**src/rtl/pipe_ctrl_pkg.sv**
```systemverilog
// Shared defines and constants for the pipeline controller (stall bus range,
// Stop/NoStop levels, exception vector, eret code, stall encodings).
`ifndef PIPE_CTRL_DEFINES
`define PIPE_CTRL_DEFINES
`define StallBus 8:0
`endif

package pipe_ctrl_pkg;

  localparam logic Stop   = 1'b1;
  localparam logic NoStop = 1'b0;

  localparam logic [31:0] EXC_VECTOR = 32'hBFC00380;
  localparam logic [31:0] ERET_CODE  = 32'h0000000E;

  // Each encoding holds the requesting stage and everything upstream of it.
  localparam logic [`StallBus] STALL_NONE = 9'h000;
  localparam logic [`StallBus] STALL_IF   = 9'h007;
  localparam logic [`StallBus] STALL_ID   = 9'h00F;
  localparam logic [`StallBus] STALL_EX   = 9'h01F;
  localparam logic [`StallBus] STALL_MEM  = 9'h07F;
  localparam logic [`StallBus] STALL_ALL  = 9'h1FF;

  function automatic logic [31:0] redirect_pc(input logic [31:0] code,
                                              input logic [31:0] epc);
    return (code == ERET_CODE) ? epc : EXC_VECTOR;
  endfunction

endpackage

```
**src/rtl/pipe_ctrl.sv**
```systemverilog
// Pipeline stall/flush controller: RUN/DRAIN/FLUSH FSM with a registered flush.
// Optional stall-cycle counter enabled by macro PIPE_CTRL_STALL_CNT_EN.
module pipe_ctrl
  import pipe_ctrl_pkg::*;
(
  input  logic              clk,
  input  logic              rst,
  input  logic              stallreq_if,
  input  logic              stallreq_id,
  input  logic              stallreq_ex,
  input  logic              stallreq_mem,
  input  logic              mem_busy,
  input  logic [31:0]       excepttype_i,
  input  logic [31:0]       cp0_epc_i,
  output logic [`StallBus]  stall,
  output logic              flush,
  output logic [31:0]       new_pc,
  output logic [31:0]       stall_cnt
);

  localparam logic [1:0] RUN   = 2'd0;
  localparam logic [1:0] DRAIN = 2'd1;
  localparam logic [1:0] FLUSH = 2'd2;

  logic [1:0]  state_q, state_d;
  logic [31:0] code_q, code_d;
  logic [31:0] epc_q, epc_d;
  logic        flush_q;
  logic        exc_pending;

  assign exc_pending = |excepttype_i;

  always_ff @(posedge clk) begin
    if (rst) begin
      state_q <= RUN;
      code_q  <= '0;
      epc_q   <= '0;
      flush_q <= 1'b0;
    end else begin
      state_q <= state_d;
      code_q  <= code_d;
      epc_q   <= epc_d;
      flush_q <= (state_d == FLUSH);
    end
  end

  // Only RUN accepts an exception; DRAIN/FLUSH keep the first one latched.
  always_comb begin
    state_d = state_q;
    code_d  = code_q;
    epc_d   = epc_q;
    case (state_q)
      RUN: begin
        if (exc_pending) begin
          code_d  = excepttype_i;
          epc_d   = cp0_epc_i;
          state_d = mem_busy ? DRAIN : FLUSH;
        end
      end
      DRAIN:   if (!mem_busy) state_d = FLUSH;
      FLUSH:   state_d = RUN;
      default: state_d = RUN;
    endcase
  end

  always_comb begin
    stall = STALL_NONE;
    if (!rst) begin
      case (state_q)
        RUN: begin
          if (exc_pending)       stall = mem_busy ? STALL_ALL : STALL_NONE;
          else if (stallreq_mem) stall = STALL_MEM;
          else if (stallreq_ex)  stall = STALL_EX;
          else if (stallreq_id)  stall = STALL_ID;
          else if (stallreq_if)  stall = STALL_IF;
        end
        DRAIN:   stall = STALL_ALL;
        default: stall = STALL_NONE;
      endcase
    end
  end

  assign flush  = flush_q;
  assign new_pc = flush_q ? redirect_pc(code_q, epc_q) : 32'h0;

`ifdef PIPE_CTRL_STALL_CNT_EN
  logic [31:0] stall_cnt_q;

  always_ff @(posedge clk) begin
    if (rst)                              stall_cnt_q <= '0;
    else if (stall[0] == Stop && !flush_q) stall_cnt_q <= stall_cnt_q + 32'd1;
  end

  assign stall_cnt = stall_cnt_q;
`else
  assign stall_cnt = 32'h0;
`endif

endmodule

```
**config.mk**
```make
export PLATFORM = sky130hd
export DESIGN_NAME = pipe_ctrl
export DESIGN_NICKNAME = d
export VERILOG_FILES = /design/src/rtl/pipe_ctrl_pkg.sv /design/src/rtl/pipe_ctrl.sv
export SDC_FILE = /design/constraint.sdc
export NUM_CORES = 1
export LEC_CHECK = 0
export BUFFER_PORTS_ARGS = -buffer_cell sky130_fd_sc_hd__buf_4
export CAP_MARGIN = 10
export CORE_UTILIZATION = 51
export CTS_BUF_LIST = sky130_fd_sc_hd__clkbuf_8
export DETAILED_ROUTE_END_ITERATION = 8
export PLACE_DENSITY_LB_ADDON = 0.08
export REMOVE_ABC_BUFFERS = 1
export SYNTH_ARGS = -nofsm -noshare
export SYNTH_HDL_FRONTEND = slang
export SYNTH_SLANG_ARGS = --single-unit
export TNS_END_PERCENT = 10
```
**constraint.sdc**
```tcl
create_clock -name clk -period 2.07 [get_ports clk]
set_input_delay 0.1035 -clock clk [delete_from_list [all_inputs] [get_ports clk]]
set_output_delay 0.1035 -clock clk [all_outputs]
set_load 0.05 [all_outputs]
```
== Word level (Yosys, flattened, before mapping) ==
Index checks and enable logic that the tools add are counted.

* Muxes and demuxes: 14
* Equal/unequal tests: 3
* Reductions and logical operators: 3

{| class="wikitable"
|+ Operator list
! operator !! count
|-
| $mux W32 || 2
|-
| $eq A32 B4 Y1 const B || 1
|-
| $reduce_or A32 Y1 || 1
|-
| $mux W9 || 3
|-
| $pmux W9 S2 || 1
|-
| $mux W7 || 1
|-
| $mux W2 || 3
|-
| $mux W5 || 1
|-
| $mux W4 || 1
|-
| $pmux W2 S2 || 1
|-
| $mux W3 || 1
|-
| $eq A2 B1 Y1 const B || 1
|-
| $eq A2 B2 Y1 const B || 1
|-
| $logic_not A2 Y1 || 1
|-
| $reduce_and A2 Y1 || 1
|}

* Bits in registers: 67
* Output and inout bits: 74
* Word-level logic and storage cells: 24
* Bits of input ports: 71

== Logic depth before layout (Yosys ltp) ==
Gate-level depths: netlist of run 1.

* Depth in word-level cells: 7
* Mapped depth: 7
* Gate-level depth less buffers: 5

== Worst setup path before layout of run 1 ==
OpenSTA, ideal clock, no wires.

* Kind: input to output
* From: input excepttype_i[30]
* To: output stall[1]
* Arrival time: 2332 ps
* Data required time: 1966 ps
* Buffers on the path: 1
* Slack: -366 ps
* Cell stages on the path: 6
* Cells stage by stage: nor4_1 -> nand2_1 -> nor4_4 -> o31ai_1 -> a31oi_1 -> buf_4

* Cells in the longest elaborated chain, start to end: 4

{| class="wikitable"
|+ RTL lines
! what !! RTL line !! text
|-
| from (decl) || pipe_ctrl.sv:13 || <nowiki>input logic [31:0] excepttype_i,</nowiki>
|-
| $reduce_or A32 Y1 || pipe_ctrl.sv:31 || <nowiki>assign exc_pending = |excepttype_i;</nowiki>
|-
| $mux W9 || pipe_ctrl.sv:71 || <nowiki>if (exc_pending) stall = mem_busy ? STALL_ALL : STALL_NONE;</nowiki>
|-
| $pmux W9 S2 || pipe_ctrl.sv:69 || <nowiki>case (state_q)</nowiki>
|-
| $mux W9 || pipe_ctrl.sv:68 || <nowiki>if (!rst) begin</nowiki>
|-
| to (decl) || pipe_ctrl.sv:15 || <nowiki>output logic [`StallBus] stall,</nowiki>
|}

Every way passes these cells.

== Worst setup path after layout of run 1 ==
* From: register code_q[29]
* To: output new_pc[16]

* Cells in the longest elaborated chain, start to end: 3

{| class="wikitable"
|+ RTL lines
! what !! RTL line !! text
|-
| from (decl) || pipe_ctrl.sv:26 || <nowiki>logic [31:0] code_q, code_d;</nowiki>
|-
| from (signal assigned) || pipe_ctrl.sv:41 || <nowiki>code_q <= code_d;</nowiki>
|-
| $eq A32 B4 Y1 || pipe_ctrl_pkg.sv:26 || <nowiki>return (code == ERET_CODE) ? epc : EXC_VECTOR;</nowiki>
|-
| $mux W32 || pipe_ctrl_pkg.sv:26 ||
|-
| $mux W32 || pipe_ctrl.sv:84 || <nowiki>assign new_pc = flush_q ? redirect_pc(code_q, epc_q) : 32'h0;</nowiki>
|-
| to (decl) || pipe_ctrl.sv:17 || <nowiki>output logic [31:0] new_pc,</nowiki>
|}

Every way passes these cells.

==> reports/results.tsv, run 1 <==
metric	value	unit
status	complete, but fails checks	
failing checks	negative setup slack	
Min Hold Slack	0.0401	ns
H-tree levels	3	
core region area	0.00694	sq mm
VDD IR max	0.000388	V
logic gate share of total power	23.2	%
met3 usage	3.86	%
met1 Usage GRT	26.0	%
register area	0.00135	sq mm
vias post-DR	2883	
net switching power	0.000951	W
gr busiest metal	met2	
final wirelength	7740	um
number of flops mapped to enable cells by yosys	0	
most frequent cells after synthesis	126 x nand2b_1, 67 x dfxtp_1, 64 x mux2i_1	
switching share of power	29.4	%
Syn Inst Count	411	
Finish-stage setup viols	32	
Critical Path RT	1.97	ns
Fill cells	539	
top-level port count	145	
area of the die	0.00768	sq mm
Final Non-Filler Cells	617	
critical path arrival	2.16	ns
FMAX	442	MHz
clock sink count	67	
CP Cell Sequence	nor4b_2 > nand2_1 > or3_4 > nor2_4 > buf_4 > and2_1 > buf_6	
cell taking the most area after synthesis	dfxtp_1	
drt drc	0	
final worst slack	-0.195	ns
kind of critical path	reg -> out	
placed instance count	598	
area share of the largest cell type after synthesis	35.8	%
Final Critical Period	2.26	ns
max-cap viol count	0	
Top FF cell, synth	dfxtp_1	
Congestion Overflow GR	0	
buffer depth of the longest clock path	2	
Clock Tree Root	clkbuf_8	
initial antenna violation count	0	
endpoints failing hold	0	
worst hold path class	in -> reg	
clk slew on worst S/H paths	0.07	ns
clock power share	31.6	%
Die X	87.7	um
# rows	30	
Total GRT Usage	20.1	%
main area contributors after synthesis	dfxtp_1 36%, nand2b_1 21%, mux2i_1 17%	
grt met2 use	33.3	%
first-pass GRT wire length	12100	um
share of cells above drive strength 1	30.1	%
ANT nets after route	0	
clock latency on the worst-skew pair	0.33	ns
CTS tree	built	
starting density of the core	53.9	%
Port Buf Inserts	112	
Startpoint Class	flop	
sequential share of the synthesized area	35.8	%
Final period util	109	%
Setup crit end kind	output port	
dpl hpwl	5290	um
Crit path largest cell delay	0.42	ns
vias in the first global route	2661	
unrepaired setup endpoints after global routing	true	
drt first pass iters	4	
gpl congestion	0.756	
CP max stage cell	or3_4	
multi-input logic area	0.00213	sq mm
P_int	0.00228	W
Max Transition Viols Final	0	
Pwr Density	658	mW/mm^2
CP top delay family	simple AND/OR/NAND/NOR gates	
critical path peak fanout	5	
CP bufs+invs	2	
DR iter-0 viols	98	
relative slew slack	36.1	%
largest net degree at the start of global routing	78	
growth of design area from synthesis to finish	31.4	%
Seq cells post-synth	67	
Die H	87.7	um
yosys warns	0	
Wirelength per Cell	12.6	um
post-synthesis average cell area	9.11	sq um
Mapped Area	0.00374	sq mm
Lkg Pwr	2.37	nW
clk_skew	0.00673	ns
Ant. Diodes	0	
top-count cell post-synth	nand2b_1	
DR vias/cell	4.67	
Net count, final	587	
Worst Tran Pin Value	0.955	ns
total CTS buffers	9	
fraction of registers with async set or reset after synthesis	0	%
Unique masters post-synth	26	
sequential share of power	45.2	%
-- per-stage QoR --
stage               util, %  setup WS, ns  total power [W]  TNS [ns]  area, sq um
floorplan                 -         -2.30          0.00196   -156.12         3390
global placement       64.2        0.0934          0.00218         0         4460
detailed placement     64.2        0.0548          0.00220         0         4460
CTS                    69.2        -0.156          0.00324     -3.53         4810
global route           70.8        -0.316          0.00339     -8.95         4920
finish                 70.8        -0.195          0.00324     -4.91         4920
-- flip-flops by register name, summed over array words and instances, names as in the netlist --
signal / count
epc_q: 32
flush: 1
code_q: 32
state_q: 2
-- worst min-delay path, stage by stage --
cell and delay [ns]:
buf_4 0.11, nand2b_1 0.05, mux2i_1 0.06
-- layout make-up --
class / count / share of cell area (%)
Tap cell: 96 / 2.44
Sequential cell: 67 / 27.4
Timing Repair Buffer: 124 / 22.7
Inverter: 4 / 0.305
Clock buffer: 10 / 2.80
Clock inverter: 6 / 1.02
Multi-Input combinational cell: 310 / 43.3
-- cell families after synthesis --
kind of cell / share of synthesized area [%]
and+or+nand+nor: 32.8
DFF: 35.8
buffers and inverters: 13.0
muxes: 17.1
AOI/OAI and AO/OA: 1.17
other: 0.100
-- power by group through the flow --
stage / Sequential, W / Combinational [W] / Clock (W)
final: 0.00146 / 0.000750 / 0.00102
after global routing: 0.00148 / 0.000803 / 0.00111
after CTS: 0.00145 / 0.000739 / 0.00105
after detailed placement: 0.00147 / 0.000722 / 0
after global placement: 0.00147 / 0.000712 / 0
after floorplan: 0.00146 / 0.000498 / 0
-- layout by cell type (no fill, tap or decap), types with 2 or more instances in the layout --
| master | n |
|---|---|
| dfxtp_1 | 61 |
| buf_12 | 3 |
| nor4_4 | 4 |
| nand2_1 | 5 |
| nand4_1 | 2 |
| nor4_2 | 2 |
| inv_1 | 8 |
| dfxtp_2 | 6 |
| and2_1 | 16 |
| nor2_1 | 30 |
| mux2i_1 | 64 |
| and2_4 | 5 |
| clkbuf_8 | 10 |
| buf_6 | 29 |
| buf_4 | 86 |
| or2b_1 | 2 |
| nor4_1 | 10 |
| conb_1 | 32 |
| nand2b_1 | 126 |
| a21oi_1 | 3 |
| buf_8 | 5 |
-- worst paths after layout --
check                          startpoint                 endpoint  slack, ns  cells after the start
setup / recovery  code_q[29]$_SDFFE_PP0P_               new_pc[16]      -0.19                      7
hold / removal              cp0_epc_i[19]   epc_q[19]$_SDFFE_PP0P_       0.04                      3
setup reg to reg    state_q[0]$_SDFF_PP0_  code_q[11]$_SDFFE_PP0P_       0.20                      3
hold reg to reg    epc_q[25]$_SDFFE_PP0P_   epc_q[25]$_SDFFE_PP0P_       0.47                      2
-- metal layers --
layer / share of wire [%] / vias up
li1: - / 1475
met1: 47 / 1294
met2: 46 / 105
met3: 5.3 / 9
met4: 1.1 / 0
met5: 0 / -
-- repair_timing --
item	CTS	global route
cloned	0	2
endpoints found under the setup margin	32	32
hold buffers	1	0
setup buffers	0	0
pin swaps	0	8
endpoints found under the hold margin	2	0
resized for setup	37	28
(Power assumes the default switching activity.)
==> run 2: changes to the inputs <==
ABC_AREA = 1   (was default)
CORE_UTILIZATION = 50   (was 51)
==> reports/results.tsv, run 2 <==
metric	value	unit	change
area share of the largest cell type after synthesis	37.3	%	+1.5 points
post-layout util	68.5	%	-2.3 points
initial antenna violation count	0		unchanged
Mapped Area	0.00360	sq mm	-3.9%
Die H	86.8	um	-0.98%
vias post-DR	3439		+19%
starting density of the core	52.3	%	-1.5 points
setup TNS	0	ns	+4.91 ns
largest net degree at the start of global routing	71		-9.0%
Wirelength per Cell	9.26	um	-26%
total CTS buffers	9		unchanged
Final period util	99.3	%	-10 points
Placed Instance Area	0.00434	sq mm	-2.6%
clk_skew	0.00661	ns	-0.000124 ns
dpl hpwl	5150	um	-2.7%
Ant. Diodes	0		unchanged
DR vias/cell	4.26		-8.8%
first-pass GRT wire length	12400	um	+2.4%
Setup crit end kind	output port		
VDD IR max	0.000390	V	+0.59%
# rows	30		unchanged
most common cell after layout, fill and taps aside	nor2_1		
drt first pass iters	4		unchanged
max-cap viol count	0		unchanged
top-level port count	145		unchanged
DR iter-0 viols	93		-5.1%
worst hold path class	in -> reg		
Final Critical Period	2.06	ns	-0.209 ns
clk slew on worst S/H paths	0.07	ns	about the same
growth of design area from synthesis to finish	30.8	%	
Unique masters post-synth	20		-23%
endpoints failing hold	0		unchanged
CTS tree	built		
share of cells above drive strength 1	23.1	%	-7.1 points
Finish-stage setup viols	0		-100%
sequential share of the synthesized area	37.3	%	+1.5 points
core region area	0.00687	sq mm	-1.1%
critical path arrival	1.95	ns	-0.21 ns
Syn Inst Count	598		+45%
clock sink count	67		unchanged
Final Non-Filler Cells	807		+31%
placed instance count	785		+31%
Total GRT Usage	20.9	%	+0.85 points
H-tree levels	3		unchanged
main area contributors after synthesis	dfxtp_1 37%, nor2_1 19%, nand2_1 18%		
area of the die	0.00754	sq mm	-1.9%
ANT nets after route	0		unchanged
Seq cells post-synth	67		unchanged
Critical Path RT	1.97	ns	about the same
final worst slack	0.0141	ns	+0.209 ns
Worst Tran Pin Value	0.622	ns	-0.333 ns
number of flops mapped to enable cells by yosys	0		unchanged
Clock Tree Root	clkbuf_8		
cell taking the most area after synthesis	dfxtp_1		
Max Transition Viols Final	0		unchanged
status	completed		
Pwr Density	669	mW/mm^2	+1.6%
Die X	86.8	um	-0.98%
largest registers	code_q (32), epc_q (32), state_q (2)		
most frequent cells in the layout	172 x nor2_1, 170 x nand2_1, 100 x buf_4		
post-route cell area	0.00470	sq mm	-4.3%
FMAX	486	MHz	+10%
kind of critical path	reg -> out		
Top FF cell, synth	dfxtp_1		
yosys warns	0		unchanged
Port Buf Inserts	112		unchanged
clock latency on the worst-skew pair	0.33	ns	about the same
gpl congestion	0.743		-1.8%
final wirelength	7470	um	-3.5%
relative slew slack	58.5	%	+22 points
Startpoint Class	flop		
Congestion Overflow GR	0		unchanged
top-count cell post-synth	nor2_1		
unrepaired setup endpoints after global routing	true		
most frequent cells after synthesis	183 x nor2_1, 173 x nand2_1, 81 x inv_1		
critical path peak fanout	5		unchanged
drt drc	0		unchanged
vias in the first global route	3017		+13%
Lkg Pwr	2.65	nW	+12%
fraction of registers with async set or reset after synthesis	0	%	unchanged
worst slack at placement	-0.0643	ns	-0.119 ns
Net count, final	777		+32%
post-synthesis average cell area	6.01	sq um	-34%
buffer depth of the longest clock path	2		unchanged
## run 2: area by class of cell
type,instances,area (sq um)
Clock inverter,7,36.3
Tap cell,96,120
Fill cell,671,2170
Inverter,82,312
Timing Repair inverter,3,22.5
Sequential cell,67,1340
Timing Repair Buffer,125,1070
Multi-Input combinational cell,418,1680
Clock buffer,9,124
## run 2: timing repair
action | 4_1_cts | 5_1_grt
cloned | 3 | 0
endpoints found under the hold margin | 2 | 0
endpoints found under the setup margin | 53 | 32
hold buffers | 1 | 0
resized for setup | 33 | 9
pin swaps | 4 | 2
setup buffers | 1 | 0
## run 2: metrics by stage
stage | hold slack [ns] | power [W]
floorplan | 0.180 | 0.00204
global placement | 0.286 | 0.00225
detailed placement | 0.298 | 0.00227
CTS | 0.0513 | 0.00317
global route | 0.0628 | 0.00334
finish | 0.0637 | 0.00315
## run 2: worst paths after layout
check,slack [ns],from,depth (start not counted),end
worst max-delay path,0.01,code_q[20]$_SDFFE_PP0P_,10,new_pc[16]
worst min-delay path,0.06,cp0_epc_i[6],5,epc_q[6]$_SDFFE_PP0P_
worst max register to register,0.38,state_q[1]$_SDFF_PP0_,8,epc_q[14]$_SDFFE_PP0P_
worst min register to register,0.48,epc_q[14]$_SDFFE_PP0P_,2,epc_q[14]$_SDFFE_PP0P_
## run 2: report_power, final
part	total [W]	switching [W]	internal, W
Clock	0.000893	0.000474	0.000419
Sequential	0.00146	0.0000554	0.00141
Combinational	0.000792	0.000520	0.000273
Total	0.00315	0.00105	0.00210
## run 2: logic make-up (layout without fill, tap and decap cells)
| logic type | after synthesis | in the layout | share of synthesized area [%] |
|---|---|---|---|
| AO/OA/AOI/OAI | 13 | 13 | 1.81 |
| buffers and inverters | 144 | 226 | 20.6 |
| flip-flops | 67 | 67 | 37.3 |
| other | 1 | 32 | 0.104 |
| AND/OR/NAND/NOR | 373 | 373 | 40.2 |
## run 2: layer usage
layer | routed length (um) | global-route usage (%) | up-vias
met4 | 88 | 7.27 | 0
met1 | 3380 | 24.9 | 1458
met5 | 0 | 0 | -
li1 | - | - | 1871
met2 | 3550 | 36.4 | 101
met3 | 449 | 5.62 | 9
## run 2: worst max-delay path: stages, from the launching register on
cell	delay, ns
dfxtp_2	0.33
nor2_2	0.10
nand2_1	0.06
nor3_1	0.11
and2_1	0.17
nand2_2	0.07
nor2_4	0.15
buf_12	0.14
clkinvlp_4	0.15
nor2_1	0.16
buf_6	0.17
